**src/rtl/id_issue_scoreboard.sv**
```systemverilog
// Decode-stage issue slot: ID/EX register with valid/ready handshake, a per-register
// pending-count scoreboard for long-latency writes, and forwarding selects for downstream stages.
module id_issue_scoreboard #(
    parameter int NREG      = 32,
    parameter int RID_W     = $clog2(NREG),
    parameter int PAYLOAD_W = 128,
    parameter int FWD_DEPTH = 2,
    parameter int PEND_W    = 2
) (
    input  logic                       clk,
    input  logic                       rst,
    input  logic                       flush,
    input  logic                       in_valid,
    output logic                       in_ready,
    input  logic [RID_W-1:0]           in_rs1,
    input  logic [RID_W-1:0]           in_rs2,
    input  logic                       in_rs1_rd,
    input  logic                       in_rs2_rd,
    input  logic [RID_W-1:0]           in_rd,
    input  logic                       in_wr,
    input  logic                       in_long,
    input  logic [PAYLOAD_W-1:0]       in_payload,
    output logic                       out_valid,
    input  logic                       out_ready,
    output logic [PAYLOAD_W-1:0]       out_payload,
    output logic [RID_W-1:0]           out_rd,
    output logic                       out_wr,
    output logic                       out_long,
    output logic [FWD_DEPTH-1:0]       out_fwd1,
    output logic [FWD_DEPTH-1:0]       out_fwd2,
    input  logic [FWD_DEPTH*RID_W-1:0] stage_rd,
    input  logic [FWD_DEPTH-1:0]       stage_wr,
    input  logic                       lw_valid,
    input  logic [RID_W-1:0]           lw_rd,
    input  logic                       kill_valid,
    input  logic [RID_W-1:0]           kill_rd
);

    logic [PEND_W-1:0] pend     [NREG];
    logic [PEND_W-1:0] pend_nxt [NREG];
    logic [NREG-1:0]   underflow;

    logic [RID_W-1:0] slot_rs1, slot_rs2;
    logic             slot_rs1_rd, slot_rs2_rd;
    logic             haz, accept, undo;

    always_comb begin
        haz = (in_rs1_rd && in_rs1 != '0 && pend[in_rs1] != '0)
           || (in_rs2_rd && in_rs2 != '0 && pend[in_rs2] != '0)
           || (in_wr && in_long && in_rd != '0 && (&pend[in_rd]));
    end

    assign in_ready = ~flush & ~haz & (~out_valid | out_ready);
    assign accept   = in_valid & in_ready;
    // A flushed long op never completes, so its reservation is returned here.
    assign undo     = flush & out_valid & out_wr & out_long;

    always_ff @(posedge clk) begin
        if (rst) begin
            out_valid   <= 1'b0;
            out_payload <= '0;
            out_rd      <= '0;
            out_wr      <= 1'b0;
            out_long    <= 1'b0;
            slot_rs1    <= '0;
            slot_rs2    <= '0;
            slot_rs1_rd <= 1'b0;
            slot_rs2_rd <= 1'b0;
        end else if (accept) begin
            out_valid   <= 1'b1;
            out_payload <= in_payload;
            out_rd      <= in_rd;
            out_wr      <= in_wr;
            out_long    <= in_long;
            slot_rs1    <= in_rs1;
            slot_rs2    <= in_rs2;
            slot_rs1_rd <= in_rs1_rd;
            slot_rs2_rd <= in_rs2_rd;
        end else if (out_ready || flush) begin
            out_valid   <= 1'b0;
        end
    end

    always_comb begin
        for (int r = 0; r < NREG; r++) begin
            logic                inc;
            logic [1:0]          dec;
            logic [PEND_W+1:0]   sum;
            inc = accept && in_wr && in_long && in_rd == RID_W'(r);
            dec = 2'(lw_valid && lw_rd == RID_W'(r))
                + 2'(kill_valid && kill_rd == RID_W'(r))
                + 2'(undo && out_rd == RID_W'(r));
            sum = (PEND_W+2)'(pend[r]) + (PEND_W+2)'(inc);
            underflow[r] = (r != 0) && (sum < (PEND_W+2)'(dec));
            if (r == 0 || underflow[r])
                pend_nxt[r] = '0;
            else
                pend_nxt[r] = PEND_W'(sum - (PEND_W+2)'(dec));
        end
    end

    always_ff @(posedge clk) begin
        for (int r = 0; r < NREG; r++)
            pend[r] <= rst ? '0 : pend_nxt[r];
        if (!rst)
            assert (underflow == '0);
    end

    // Lowest stage index is the youngest producer, so it is evaluated last and wins.
    always_comb begin
        out_fwd1 = '0;
        out_fwd2 = '0;
        for (int k = FWD_DEPTH-1; k >= 0; k--) begin
            if (stage_wr[k] && stage_rd[k*RID_W +: RID_W] == slot_rs1) begin
                out_fwd1    = '0;
                out_fwd1[k] = 1'b1;
            end
            if (stage_wr[k] && stage_rd[k*RID_W +: RID_W] == slot_rs2) begin
                out_fwd2    = '0;
                out_fwd2[k] = 1'b1;
            end
        end
        if (!(out_valid && slot_rs1_rd && slot_rs1 != '0)) out_fwd1 = '0;
        if (!(out_valid && slot_rs2_rd && slot_rs2 != '0)) out_fwd2 = '0;
    end

endmodule

```
**config.mk**
```make
export PLATFORM = sky130hd
export DESIGN_NAME = id_issue_scoreboard
export DESIGN_NICKNAME = d
export VERILOG_FILES = /design/src/rtl/id_issue_scoreboard.sv
export SDC_FILE = /design/constraint.sdc
export NUM_CORES = 1
export LEC_CHECK = 0
export ABC_AREA = 1
export CAP_MARGIN = 20
export CORE_MARGIN = 2
export CORE_UTILIZATION = 52
export DETAILED_ROUTE_END_ITERATION = 16
export HOLD_SLACK_MARGIN = 0.15
export PLACE_DENSITY_LB_ADDON = 0.3
export REMOVE_ABC_BUFFERS = 1
export SLEW_MARGIN = 20
export SYNTH_ARGS = -nofsm -noshare
export SYNTH_HDL_FRONTEND = slang
export SYNTH_SLANG_ARGS = --single-unit
```
**constraint.sdc**
```tcl
create_clock -name clk -period 4.32 [get_ports clk]
set_input_delay 0.864 -clock clk [delete_from_list [all_inputs] [get_ports clk]]
set_output_delay 0.864 -clock clk [all_outputs]
set_load 0.02 [all_outputs]
```
==> results by stage <==
Placement:
- The setup slack after placement is -9.016 ps.
- Once detailed placement completed, the half-perimeter wirelength came to 34200 µm.
- The final weighted congestion of routability-driven global placement is 0.9604.
- The number of port buffers is 316.

Worst setup path:
- The worst setup path is captured at a primary output.
- STA classifies the critical path startpoint as a primary input.
- For this run, the slowest stage of the critical path takes 460 ps.
- At the worst endpoint, the required time is 3460 ps.
- Traced cell by cell, the critical path runs through clkdlybuf4s50_1, inv_1, nand2_1, o21ai_0, nor2_1, nand2_1, nand3_1, nand3_1, nand2_1, nand2_1, nand2_1, nor2_4, buf_4, dlymetal6s2s_1.
- The type of the worst setup path is primary input to primary output.
- Broken down by cell family, the worst path's largest delay share belongs to buffers and inverters.
- Along the worst path, the maximum fanout reaches 6.
- The arrival time of data at the critical path endpoint is 3040 ps.
- The cell occurring most often along the worst timing path is sky130_fd_sc_hd__nand2_1.
- The count of buffer and inverter cells on the critical path is 4.
- The master of the slowest instance on the critical path is sky130_fd_sc_hd__clkdlybuf4s50_1.

Detailed routing:
- For this run, design rule violations remaining after detail routing come to 0.
- The initial DRC count is 1176.
- The total wirelength of the detailed-routed design is 44380 µm.
- The routed layout has 14080 vias.
- The wire length per cell after detailed routing is 15.84 µm.
- The ratio of routed vias to standard cells is 5.025.
- The first TritonRoute pass finished after 6 iterations.
- The remaining antenna violation count after routing is 0.

Power and ir drop:
- The part of the power in combinational logic is 0.213.
- Of the total power, the share spent switching nets is 0.2947.
- The analysis attributes to net switching a power of 1577 µW.
- For this design the static power due to leakage is 0.009046 µW.
- IR analysis of the VDD net gives a maximum drop of 0.3085 mV.
- Cell internal power was estimated by the tool at 3774 µW.
- The clock network fraction of design power is 0.386.
- The total power density per cell area is 293.6 mW/mm².
- The share of total power dissipated in sequential elements is 0.402.

Finish:
- Once layout is complete, the utilization of the core stands at 0.6996.
- The total of fill cells in the finished design is 2208.
- The number of nets in the finished design is 2778.
- The synthesis-to-layout area growth is 31.78%.
- In the final layout, the share of cells above drive strength 1 is 0.03690.

STA:
- The final-report hold violation count is 0.
- Setup violations remaining at the end of the flow were counted as 0.
- Headroom to the max-slew limit came out at 0.3403.
- The clock period could shrink to 3905 ps.
- Hold timing on the final database bottoms out at a slack of 506.4 ps.
- The number of pins exceeding their max-slew limit in the final report is 0.
- For the final routed database, the setup TNS stands at 0 ps.
- The worst-margin pin slew is 989.5 ps.
- The maximum clock frequency is 256.1 MHz.
- The post-route clock skew is 20.26 ps.
- The final worst slack is 415.0 ps.
- Setup repair after global routing left no endpoint under its margin.
- The final critical-path share of the clock period is 0.9039.

Floorplanning:
- The floorplan die height is 167.1 µm.
- In this run the count of I/O pins placed on the die edge is 317.
- For this configuration, the core starts out at a cell density of 0.5308.
- The core area is 0.02606 mm².
- The number of rows created at floorplan is 59.
- The area enclosed by the die boundary is 0.02792 mm².
- The die width is 167.1 µm.

Global routing:
- The via count of the first global-routing pass is 14120.
- The initial antenna violation count is 1.
- The total congestion overflow after global routing is 0.
- The first global-routing pass estimated 71090 µm of wire.
- Entering global routing, the biggest net connects 88 pins.
- The aggregate global-route resource usage is 0.3140.

Synth:
- The number of synthesized flops with an enable pin is 0.
- The number of library cell types mapped by synthesis is 34.
- The synthesized flop and latch total is 210.
- In this run the mean area of a mapped cell was 6.479 µm².
- The cell count after synthesis came out at 2135.
- In the synthesized netlist the async set-or-reset flop fraction comes to 0.
- The flip-flop cell with the highest count after synthesis is sky130_fd_sc_hd__dfxtp_1.
- The combined area of all synthesized cells is 0.01383 mm².
- The number of warnings issued by yosys is 0.
- The post-synthesis sequential area ratio is 0.3039.

Clocking:
- The clock tree from TritonCTS is done.
- The clock drives 210 sinks.
- The tree is rooted in a sky130_fd_sc_hd__clkbuf_16.
- The CTS H-tree depth is 1.
- TritonCTS created 25 clock buffers.
- The maximum clock insertion buffer count is 3.
- In this run the post-CTS setup repair buffer count came out at 0.
- Clock latency on the worst-skew pair, taken at its later pin, is 540 ps.
- The clock slew seen by the registers of the worst setup and hold paths is 60 ps.
- The cts-stage hold buffer count is 0.

Status:
- The run finished with clean final reports.

Min path:
- The min-delay analysis places its worst path in the category flop to flop.

Flow run:
- The tool flagged a number of max-cap violations equal to 0.
[synthesized netlist by cell type (all sizes together) (10+ instances only)]
| cell | instances | area [µm²] |
|---|---|---|
| nand2 | 580 | 2185 |
| clkbuf | 28 | 105.1 |
| nand3 | 51 | 255.2 |
| a21oi | 11 | 55.05 |
| inv | 333 | 1252 |
| o21ai | 57 | 285.3 |
| dfxtp | 210 | 4204 |
| fa | 62 | 1241 |
| nor3b | 31 | 232.7 |
| nor3 | 19 | 95.09 |
| xor2 | 10 | 87.58 |
| buf | 44 | 299.0 |
| nor2 | 579 | 2181 |
| ha | 93 | 1164 |
[path summary, 6_finish.rpt]
check,startpoint,to,slack [ps],cells after the start
setup / recovery,in_rs1[1],in_ready,420,14
hold / removal,out_payload[49],out_payload[49],510,4
setup reg to reg,pend[24][1],pend[19][1],930,20
hold reg to reg,out_payload[49],out_payload[49],510,4
[registers in the layout (all words and copies together), names as in the netlist]
register,cells
slot_rs2_rd,1
out_long,1
out_payload,128
slot_rs1_rd,1
pend,62
out_valid,1
slot_rs1,5
slot_rs2,5
out_rd,5
out_wr,1
[power by group through the flow]
| stage | clock, µW | combinational (µW) | sequential (µW) |
|---|---|---|---|
| floorplan | 0 | 459 | 2290 |
| global placement | 0 | 1100 | 2180 |
| detailed placement | 0 | 1120 | 2190 |
| CTS | 2100 | 1140 | 2150 |
| global route | 2170 | 1250 | 2160 |
| finish | 2060 | 1140 | 2150 |
[kinds of logic (layout without fill, tap and decap cells)]
kind of cell    after synthesis  after routing  synth area share
simple gates               1270           1270            0.3632
flops                       210            210            0.3039
other cells                   0              1                 0
compound gates               81             81           0.03148
buf+inv                     408            739            0.1206
fa+ha+maj                   155            155            0.1738
xor+xnor                     11             11          0.006964
[cells in the final DEF (no fill, tap or decap), types with 5 or more instances in the layout]
master | Yosys | final
sky130_fd_sc_hd__dfxtp_1 | 210 | 210
sky130_fd_sc_hd__o211ai_1 | 5 | 5
sky130_fd_sc_hd__clkdlybuf4s50_1 | 0 | 315
sky130_fd_sc_hd__clkbuf_16 | 0 | 25
sky130_fd_sc_hd__a21oi_1 | 11 | 11
sky130_fd_sc_hd__nor2_1 | 578 | 578
sky130_fd_sc_hd__nor3_1 | 19 | 18
sky130_fd_sc_hd__o21ai_0 | 57 | 57
sky130_fd_sc_hd__ha_1 | 93 | 93
sky130_fd_sc_hd__nand2_1 | 579 | 579
sky130_fd_sc_hd__buf_4 | 7 | 34
sky130_fd_sc_hd__fa_1 | 62 | 62
sky130_fd_sc_hd__nor3b_1 | 31 | 31
sky130_fd_sc_hd__clkbuf_8 | 0 | 8
sky130_fd_sc_hd__nand3_1 | 51 | 51
sky130_fd_sc_hd__clkbuf_1 | 28 | 7
sky130_fd_sc_hd__buf_12 | 0 | 7
sky130_fd_sc_hd__inv_1 | 329 | 329
sky130_fd_sc_hd__xor2_1 | 10 | 10
[final cells by class]
cell class,count,area (µm²),share of cell area
Antenna cell,1,2.502,0.0001373
Clock buffer,40,762.0,0.04180
Clock inverter,6,40.04,0.002196
Inverter,336,1266,0.06946
Multi-Input combinational cell,1517,7975,0.4375
Sequential cell,210,4204,0.2306
Tap cell,335,419.2,0.02299
Timing Repair Buffer,357,3561,0.1953
[per-stage QoR]
stage | area, µm² | power, µW | cells
finish | 18230 | 5351 | 2802
global route | 18230 | 5587 | 2802
CTS | 18220 | 5388 | 2801
detailed placement | 17420 | 3314 | 2755
global placement | 17420 | 3288 | 2755
floorplan | 13430 | 2751 | 2063
[per-layer routing]
| layer | vias up | global-route usage | share of wire |
|---|---|---|---|
| met1 | 6386 | 0.3688 | 0.39 |
| li1 | 6957 | - | - |
| met4 | 0 | 0.1645 | 0.057 |
| met3 | 157 | 0.07374 | 0.086 |
| met5 | - | 0 | 0 |
| met2 | 580 | 0.5344 | 0.47 |
[timing repair]
item | in CTS | in global routing
endpoints found under the hold margin | 0 | 0
endpoints found under the setup margin | 0 | 1
resized for setup | 0 | 2
[worst min-delay path, cell delays in order, from the launching register on]
cell and delay [ps]:
sky130_fd_sc_hd__dfxtp_1 300, sky130_fd_sc_hd__inv_1 40, sky130_fd_sc_hd__nand2_1 40, sky130_fd_sc_hd__nand2_1 50
sky130_fd_sc_hd__nor2_1 30
Power figures use the tool's default switching activity.
